[src/rtl/armleocpu_trap_sequencer_if.sv]
// rtl/armleocpu_trap_sequencer_if.sv - trap request handshake and CSR command bus
// slave is the sequencer side; master is the pipeline control plus CSR file side.
`ifndef ARMLEOCPU_CSR_CMD_WIDTH
`define ARMLEOCPU_CSR_CMD_WIDTH 2
`define ARMLEOCPU_CSR_CMD_NONE 2'd0
`define ARMLEOCPU_CSR_CMD_READ 2'd1
`define ARMLEOCPU_CSR_CMD_WRITE 2'd2
`endif

interface armleocpu_trap_sequencer_if;
  logic                                trap_req;
  logic                                trap_ready;
  logic [1:0]                          trap_kind;
  logic [31:0]                         trap_cause;
  logic [31:0]                         trap_epc;
  logic [31:0]                         trap_tval;
  logic                                trap_done;
  logic                                trap_error;
  logic [31:0]                         trap_redirect_pc;
  logic [1:0]                          csr_mcurrent_privilege;
  logic [`ARMLEOCPU_CSR_CMD_WIDTH-1:0] csr_cmd;
  logic [11:0]                         csr_address;
  logic [31:0]                         csr_writedata;
  logic [31:0]                         csr_readdata;
  logic                                csr_invalid;

  modport slave (
    input  trap_req, trap_kind, trap_cause, trap_epc, trap_tval,
    input  csr_mcurrent_privilege, csr_readdata, csr_invalid,
    output trap_ready, trap_done, trap_error, trap_redirect_pc,
    output csr_cmd, csr_address, csr_writedata
  );

  modport master (
    output trap_req, trap_kind, trap_cause, trap_epc, trap_tval,
    output csr_mcurrent_privilege, csr_readdata, csr_invalid,
    input  trap_ready, trap_done, trap_error, trap_redirect_pc,
    input  csr_cmd, csr_address, csr_writedata
  );
endinterface

[src/rtl/armleocpu_trap_sequencer.sv]
// rtl/armleocpu_trap_sequencer.sv - machine-mode trap entry / MRET CSR sequencer
// One CSR command per non-idle state; commands are decoded from state and latched request.
`ifndef ARMLEOCPU_CSR_CMD_WIDTH
`define ARMLEOCPU_CSR_CMD_WIDTH 2
`define ARMLEOCPU_CSR_CMD_NONE 2'd0
`define ARMLEOCPU_CSR_CMD_READ 2'd1
`define ARMLEOCPU_CSR_CMD_WRITE 2'd2
`endif

module armleocpu_trap_sequencer (
  input logic clk,
  input logic rst_n,
  armleocpu_trap_sequencer_if.slave bus
);

  localparam logic [1:0] KIND_EXCEPTION = 2'd0;
  localparam logic [1:0] KIND_INTERRUPT = 2'd1;
  localparam logic [1:0] KIND_MRET      = 2'd2;

  typedef enum logic [2:0] {
    S_IDLE,
    S_W_MEPC,
    S_W_MCAUSE,
    S_W_MTVAL,
    S_R_MSTATUS,
    S_W_MSTATUS,
    S_R_TARGET
  } state_t;

  state_t      state;
  logic [1:0]  kind_q;
  logic [30:0] cause_q;
  logic [31:2] epc_q;
  logic [31:0] tval_q;
  logic [31:0] mstatus_q;
  logic        done_q;
  logic        error_q;
  logic [31:0] redirect_q;

  logic [`ARMLEOCPU_CSR_CMD_WIDTH-1:0] cmd;
  logic [11:0] address;
  logic [31:0] writedata;

  logic unused_request_bits;
  assign unused_request_bits = ^{bus.trap_cause[31], bus.trap_epc[1:0]};

  wire is_mret = (kind_q == KIND_MRET);
  wire is_irq  = (kind_q == KIND_INTERRUPT);

  always_comb begin
    cmd       = `ARMLEOCPU_CSR_CMD_NONE;
    address   = 12'h000;
    writedata = 32'h0;
    case (state)
      S_W_MEPC: begin
        cmd       = `ARMLEOCPU_CSR_CMD_WRITE;
        address   = 12'h341;
        writedata = {epc_q, 2'b00};
      end
      S_W_MCAUSE: begin
        cmd       = `ARMLEOCPU_CSR_CMD_WRITE;
        address   = 12'h342;
        writedata = {is_irq, cause_q};
      end
      S_W_MTVAL: begin
        cmd       = `ARMLEOCPU_CSR_CMD_WRITE;
        address   = 12'h343;
        writedata = is_irq ? 32'h0 : tval_q;
      end
      S_R_MSTATUS: begin
        cmd     = `ARMLEOCPU_CSR_CMD_READ;
        address = 12'h300;
      end
      S_W_MSTATUS: begin
        cmd       = `ARMLEOCPU_CSR_CMD_WRITE;
        address   = 12'h300;
        writedata = mstatus_q;
        if (is_mret) begin
          writedata[3]     = mstatus_q[7];
          writedata[7]     = 1'b1;
          writedata[12:11] = 2'b00;
        end else begin
          writedata[7]     = mstatus_q[3];
          writedata[3]     = 1'b0;
          writedata[12:11] = bus.csr_mcurrent_privilege;
        end
      end
      S_R_TARGET: begin
        cmd     = `ARMLEOCPU_CSR_CMD_READ;
        address = is_mret ? 12'h341 : 12'h305;
      end
      default: ;
    endcase
  end

  assign bus.csr_cmd          = cmd;
  assign bus.csr_address      = address;
  assign bus.csr_writedata    = writedata;
  assign bus.trap_ready       = (state == S_IDLE);
  assign bus.trap_done        = done_q;
  assign bus.trap_error       = error_q;
  assign bus.trap_redirect_pc = redirect_q;

  always_ff @(posedge clk or negedge rst_n) begin
    if (!rst_n) begin
      state      <= S_IDLE;
      kind_q     <= KIND_EXCEPTION;
      cause_q    <= '0;
      epc_q      <= '0;
      tval_q     <= '0;
      mstatus_q  <= '0;
      done_q     <= 1'b0;
      error_q    <= 1'b0;
      redirect_q <= '0;
    end else begin
      done_q  <= 1'b0;
      error_q <= 1'b0;
      if (state == S_IDLE) begin
        if (bus.trap_req) begin
          kind_q  <= bus.trap_kind;
          cause_q <= bus.trap_cause[30:0];
          epc_q   <= bus.trap_epc[31:2];
          tval_q  <= bus.trap_tval;
          case (bus.trap_kind)
            KIND_EXCEPTION, KIND_INTERRUPT: state <= S_W_MEPC;
            KIND_MRET:                      state <= S_R_MSTATUS;
            default:                        error_q <= 1'b1;
          endcase
        end
      end else if (bus.csr_invalid) begin
        // The rejected command is the last one; earlier writes stay committed.
        state   <= S_IDLE;
        error_q <= 1'b1;
      end else begin
        case (state)
          S_W_MEPC:    state <= S_W_MCAUSE;
          S_W_MCAUSE:  state <= S_W_MTVAL;
          S_W_MTVAL:   state <= S_R_MSTATUS;
          S_R_MSTATUS: begin
            mstatus_q <= bus.csr_readdata;
            state     <= S_W_MSTATUS;
          end
          S_W_MSTATUS: state <= S_R_TARGET;
          S_R_TARGET: begin
            redirect_q <= bus.csr_readdata;
            done_q     <= 1'b1;
            state      <= S_IDLE;
          end
          default:     state <= S_IDLE;
        endcase
      end
    end
  end

endmodule

[src/flat_wrapper.sv]
// flat-port wrapper written by rule: the top's interface ports become plain ports
module armleocpu_trap_sequencer_flat 
  (clk, rst_n, bus_trap_req, bus_trap_kind, bus_trap_cause, bus_trap_epc, bus_trap_tval, bus_csr_mcurrent_privilege, bus_csr_readdata, bus_csr_invalid, bus_trap_ready, bus_trap_done, bus_trap_error, bus_trap_redirect_pc, bus_csr_cmd, bus_csr_address, bus_csr_writedata);
  armleocpu_trap_sequencer_if bus_i ();
  input logic clk;
  input logic rst_n;
  input wire logic [$bits(bus_i.trap_req)-1:0] bus_trap_req;
  input wire logic [$bits(bus_i.trap_kind)-1:0] bus_trap_kind;
  input wire logic [$bits(bus_i.trap_cause)-1:0] bus_trap_cause;
  input wire logic [$bits(bus_i.trap_epc)-1:0] bus_trap_epc;
  input wire logic [$bits(bus_i.trap_tval)-1:0] bus_trap_tval;
  input wire logic [$bits(bus_i.csr_mcurrent_privilege)-1:0] bus_csr_mcurrent_privilege;
  input wire logic [$bits(bus_i.csr_readdata)-1:0] bus_csr_readdata;
  input wire logic [$bits(bus_i.csr_invalid)-1:0] bus_csr_invalid;
  output wire logic [$bits(bus_i.trap_ready)-1:0] bus_trap_ready;
  output wire logic [$bits(bus_i.trap_done)-1:0] bus_trap_done;
  output wire logic [$bits(bus_i.trap_error)-1:0] bus_trap_error;
  output wire logic [$bits(bus_i.trap_redirect_pc)-1:0] bus_trap_redirect_pc;
  output wire logic [$bits(bus_i.csr_cmd)-1:0] bus_csr_cmd;
  output wire logic [$bits(bus_i.csr_address)-1:0] bus_csr_address;
  output wire logic [$bits(bus_i.csr_writedata)-1:0] bus_csr_writedata;
  assign bus_i.trap_req = bus_trap_req;
  assign bus_i.trap_kind = bus_trap_kind;
  assign bus_i.trap_cause = bus_trap_cause;
  assign bus_i.trap_epc = bus_trap_epc;
  assign bus_i.trap_tval = bus_trap_tval;
  assign bus_i.csr_mcurrent_privilege = bus_csr_mcurrent_privilege;
  assign bus_i.csr_readdata = bus_csr_readdata;
  assign bus_i.csr_invalid = bus_csr_invalid;
  assign bus_trap_ready = bus_i.trap_ready;
  assign bus_trap_done = bus_i.trap_done;
  assign bus_trap_error = bus_i.trap_error;
  assign bus_trap_redirect_pc = bus_i.trap_redirect_pc;
  assign bus_csr_cmd = bus_i.csr_cmd;
  assign bus_csr_address = bus_i.csr_address;
  assign bus_csr_writedata = bus_i.csr_writedata;
  armleocpu_trap_sequencer u_core (.clk(clk), .rst_n(rst_n), .bus(bus_i));
endmodule
[config.mk]
export PLATFORM = sky130hd
export DESIGN_NAME = armleocpu_trap_sequencer_flat
export DESIGN_NICKNAME = d
export VERILOG_FILES = /design/src/rtl/armleocpu_trap_sequencer_if.sv /design/src/rtl/armleocpu_trap_sequencer.sv /design/src/flat_wrapper.sv
export SDC_FILE = /design/constraint.sdc
export NUM_CORES = 1
export LEC_CHECK = 0
export CORE_MARGIN = 4
export CORE_UTILIZATION = 51
export CTS_CLUSTER_DIAMETER = 50
export DETAILED_ROUTE_END_ITERATION = 16
export GPL_TIMING_DRIVEN = 0
export PLACE_DENSITY = 0.86
export SLEW_MARGIN = 20
export SYNTH_ARGS = -nofsm -noshare
export SYNTH_HDL_FRONTEND = slang
export SYNTH_SLANG_ARGS = --single-unit
export TNS_END_PERCENT = 50
[constraint.sdc]
create_clock -name clk -period 3.29 [get_ports clk]
set_input_delay 0.4935 -clock clk [delete_from_list [all_inputs] [get_ports clk]]
set_output_delay 0.4935 -clock clk [all_outputs]
set_load 0.02 [all_outputs]
# Yosys cells after proc, flatten, opt, wreduce, memory -nomap -nowiden
# Index checks and enable logic that the tools add are counted.
# Widths: inputs -> output; s select.
[word_totals] inputBits=136 word_cells=54 out_inout_bits=81 ff_bits=164
[classes] n_eq_ne=12 bitwise=2 n_reduce_logical=11 mux=20
[op_table] cell="$pmux 32 s4" n=1
[op_table] cell="$pmux 12 s5" n=1
[op_table] cell="$mux 32" n=1
[op_table] cell="$pmux 3 s5" n=1
[op_table] cell="$eq 3x3->1 const B" n=3
[op_table] cell="$mux 1" n=9
[op_table] cell="$mux 3" n=3
[op_table] cell="$mux 7" n=1
[op_table] cell="$eq 3x2->1 const B" n=2
[op_table] cell="$pmux 3 s2" n=1
[op_table] cell="$reduce_and 3->1" n=2
[op_table] cell="$reduce_or 2->1" n=3
[op_table] cell="$eq 2x1->1 const B" n=2
[op_table] cell="$eq 2x2->1 const B" n=2
[op_table] cell="$pmux 2 s2" n=1
[op_table] cell="$reduce_and 2->1" n=2
[op_table] cell="$reduce_or 4->1" n=1
[op_table] cell="$eq 3x1->1 const B" n=1
[op_table] cell="$logic_not 3->1" n=1
[op_table] cell="$ne 3x1->1 const B" n=1
[op_table] cell="$reduce_or 3->1" n=1
[op_table] cell="$logic_not 2->1" n=1
[op_table] cell="$mux 2" n=1
[op_table] cell="$ne 2x2->1 const B" n=1
[op_table] cell="$not 1->1" n=2

# Logic depth before layout (Yosys ltp)
[logic_depth] depth_word=5 mapped_depth=6 mapped_depth_nobuf=3

# Worst setup path after synthesis
# Ideal clock, no wire load.
[synth_path] path_type="reg2out" start="reg u_core.state[2]" end="out bus_csr_writedata[0]" n_path_buf=2 path_slack_ps=1065 t_required_ps=2796 arrival_ps=1731 stages_incl_launch_ff=6 path_cell_list="dfrtp_1 -> nor2b_1 -> and3_1 -> buf_2 -> buf_2 -> a221o_1"
[synth_via] elab_chain_cells=2 word_cells_on_any_way=5 cone_classes="eq/ne (4); mux (1)"
[synth_rtl] item="from (decl)" line="armleocpu_trap_sequencer.sv:30" text="state_t state;"
[synth_rtl] item="from (signal assigned)" line="armleocpu_trap_sequencer.sv:106" text="state <= S_IDLE;"
[synth_rtl] item="from (signal assigned)" line="armleocpu_trap_sequencer.sv:125" text="KIND_EXCEPTION, KIND_INTERRUPT: state <= S_W_MEPC;"
[synth_rtl] item="from (signal assigned)" line="armleocpu_trap_sequencer.sv:126" text="KIND_MRET: state <= S_R_MSTATUS;"
[synth_rtl] item="$eq 3x3->1 (tied with other cells)" line="armleocpu_trap_sequencer.sv:54" text="case (state)"
[synth_rtl] item="$pmux 32 s4 (*)" line="armleocpu_trap_sequencer.sv:54"
[synth_rtl] item="to (decl)" line="flat_wrapper.sv:21" text="output wire logic [$bits(bus_i.csr_writedata)-1:0] bus_csr_writedata;"
# Every way passes the cells marked *; elsewhere a longest branch is shown, timed or not.

# Worst setup path after layout
[layout_path] start="reg u_core.state[1]" end="out bus_csr_writedata[8]"
# The elaborated chain is that of the path after synthesis.

==> impl_metrics.yaml <==
outcome:
  status: "finished, final reports clean"
grt:
  track_usage: 0.2593
  grt_pass1_wl_um: 31730
  use_met2: 0.4372
  grt_max_degree: 84
  antenna_found_initial: 0
  use_met1: 0.3110
  use_met3: 0.08637
  grt_pass1_vias: 5802
  overflow: 0
  grt-busiest-layer: "met2"
worst_setup_path:
  cp_max_fo: 10
  crit_required_ps: 2800
  end_kind: "output pin"
  crit_start: "u_core.state[1]"
  start_kind: "flip-flop"
  crit_chain: "clkbuf_2 -> nand2b_1 -> buf_2 -> clkbuf_4 -> nor2_1 -> a221o_1 -> clkdlybuf4s50_1"
  critPathMaxStageDelay_ps: 550
  crit_family: "buffers and inverters"
  arrival_ps: 2710
  critPathSlowestCell: "clkdlybuf4s50_1"
  path_class: "reg -> out"
  crit_buf_inv: 4
  r2r_start: "u_core.state[0]"
synth:
  ys_seq_area_frac: 0.5719
  synth_area_mm2: 0.007088
  synth_cells: 503
  ys_seq_elements: 162
  ys.flop_type: "dfrtp_1"
  yosysWarnings: 0
  synth_cell_types: 33
  synth-edff-count: 0
  postSynthAreaPerCell_um2: 14.09
  async_flop_share: 1.000
cells_and_area:
  design_area_mm2: 0.01005
  areaGrowthSynthToFinish_pct: 41.82
  fin_cells: 924
  diodes: 0
  nets: 871
  drive_gt1_frac: 0.2540
run:
  maxCapViolCount: 0
cts:
  ctsHoldBuffers: 0
  cts_tree: "done"
  numCtsBuffers: 17
  root_buffer: "clkbuf_16"
  cts_max_path_buffers: 2
  cts_sinks: 162
  cts.clk_slew.worst_paths_ps: 60
  clk_latency_ps: 430
  cts_max_level: 4
timing:
  rsz0062_at_grt: "yes"
  finalHoldViolCount: 0
  finalCriticalPeriod_ps: 3208
  period_share: 0.9750
  finalSetupTns_ps: 0
  skew_ps: 9.004
  finalMaxSlewViolations: 0
  setup_viol: 0
  max_freq_ghz: 0.3117
  max_slew_margin: 0.6037
  tightest_slew_ps: 594.4
pwr:
  p_leak_nw: 4.280
  ir_drop_v: 0.0005868
  p_int_w: 0.006210
  comb_power_share: 0.421
  power_density_mw_per_mm2: 936.6
  p_seq_frac: 0.372
  power.switching_w: 0.003204
  clock_power_share: 0.207
  switching_share: 0.3404
die:
  ios: 217
  die_h_um: 125.9
  dieArea_mm2: 0.01585
  initial_core_util: 0.5289
  die_w_um: 125.9
  core-area_mm2: 0.01340
  row_count: 42
hold_path:
  hold_class: "in -> async"
detailed_routing:
  drt-total-wl_um: 20170
  drtAntennaViolNets: 0
  vias_per_cell: 5.643
  drc_errors: 0
  vias: 5214
  wire_per_inst_um: 21.82
  drt_iter0_drc: 290
  dr.pass1.iters: 4
place:
  place.gp.congestion: 0.8812
  place_area_mm2: 0.009432
  hpwl_um: 14720
  portBuffers: 207
  dp_cells: 892
[cells in the final DEF, fill, tap and decap left out, drive strengths merged]
master / n
o2111ai: 2
clkinv: 6
clkbuf: 29
bufinv: 2
clkinvlp: 3
nand2: 4
nand3b: 2
nand4: 4
and2b: 1
and3: 7
nor3b: 1
mux2i: 28
nor2b: 6
mux2: 153
conb: 6
inv: 6
nor2: 30
o211ai: 1
a22oi: 2
o221ai: 2
nand3: 5
o2bb2ai: 2
dfrtp: 162
clkdlybuf4s50: 206
and2: 1
o21ai: 6
nand2b: 3
o21a: 1
buf: 35
or4b: 1
a221o: 27
a21oi: 3
nor3: 1
[routing by layer]
metal / wire length, um / vias up / share of wire
met5: 0 / - / 0
met4: 535 / 0 / 0.027
met2: 10160 / 232 / 0.50
met3: 1628 / 43 / 0.081
met1: 7842 / 2658 / 0.39
li1: - / 2281 / -
[logic make-up after synthesis]
| logic type | Yosys count | synth area share |
|---|---|---|
| buffers and inverters | 47 | 0.04078 |
| DFF | 162 | 0.5719 |
| AOI/OAI and AO/OA | 46 | 0.05614 |
| other | 1 | 0.0005291 |
| muxes | 181 | 0.2826 |
| and+or+nand+nor | 66 | 0.04801 |
[per-stage QoR]
stage / hold slack (ps) / power [W] / utilization / setup slack, ps
global route: 79.51 / 0.009890 / 0.7501 / -10.74
global placement: 467.5 / 0.007256 / 0.7014 / -4508
finish: 44.50 / 0.009414 / 0.7501 / 82.15
floorplan: 197.9 / 0.005766 / - / 1065
CTS: 65.09 / 0.009445 / 0.7480 / -152.0
detailed placement: 473.9 / 0.007451 / 0.7038 / 268.0
[cells in the mapped netlist, types with 2 or more instances]
master	instances	area (um2)
a21oi_1	3	15.01
nor2b_1	6	37.54
o2111ai_1	2	17.52
buf_6	7	78.83
nor2_1	30	112.6
a221o_1	27	270.3
clkbuf_1	5	18.77
and3_1	7	43.79
nand3_1	5	25.02
o21ai_0	6	30.03
nand4_1	4	25.02
a22oi_1	2	15.01
nand2_1	4	15.01
mux2_2	112	1261
mux2i_1	28	280.3
nand3b_1	2	15.01
buf_2	20	100.1
mux2_1	41	461.7
dfrtp_1	162	4054
nand2b_1	3	18.77
o2bb2ai_1	2	17.52
buf_4	9	67.56
o221ai_1	2	17.52
inv_1	5	18.77
[worst register-to-register path, delay by kind of cell, from the launching register on]
family | cells | cell delay [ps]
mux | 1 | 340
flops | 1 | 490
simple gates | 2 | 560
buf+inv | 3 | 570
[worst paths after layout]
kind / end / slack [ps] / cells past startpoint
max in group asynchronous: u_core.state[2] / 2420 / 2
worst max register to register: u_core.tval_q[27] / 1200 / 6
worst max-delay path: bus_csr_writedata[8] / 80 / 7
min in group clk: u_core.epc_q[23] / 490 / 1
worst min-delay path: u_core.tval_q[16] / 40 / 1
worst min register to register: u_core.epc_q[23] / 490 / 1
[power groups by stage]
stage	sequential [W]	combinational [W]	clock [W]
3_5_place_dp	0.00352	0.00394	0
4_1_cts	0.00350	0.00398	0.00197
2_1_floorplan	0.00355	0.00221	0
3_3_place_gp	0.00344	0.00382	0
5_1_grt	0.00361	0.00422	0.00206
6_report	0.00351	0.00396	0.00195
[state kept, by name, summed over array words and instances, names as in the netlist]
signal,cells
u_core.cause_q,31
u_core.bus.trap_error,1
u_core.kind_q,2
u_core.bus.trap_done,1
u_core.tval_q,32
u_core.mstatus_q,30
u_core.epc_q,30
u_core.state,3
u_core.bus.trap_redirect_pc,32
[final cells by class]
class	count	area [um2]
timing repair buffer	208	2105
inverter	5	18.77
clock buffer	20	456.7
buffer	42	292.8
fill	884	3348
tap	176	220.2
multi-input combinational	299	2771
sequential	162	4055
clock inverter	12	132.6
[repair_timing]
item | CTS | global route
buffers inserted | 0 | 0
gates resized for setup | 1 | 21
setup endpoints to repair | 29 | 34
Power figures use the tool's default switching activity.
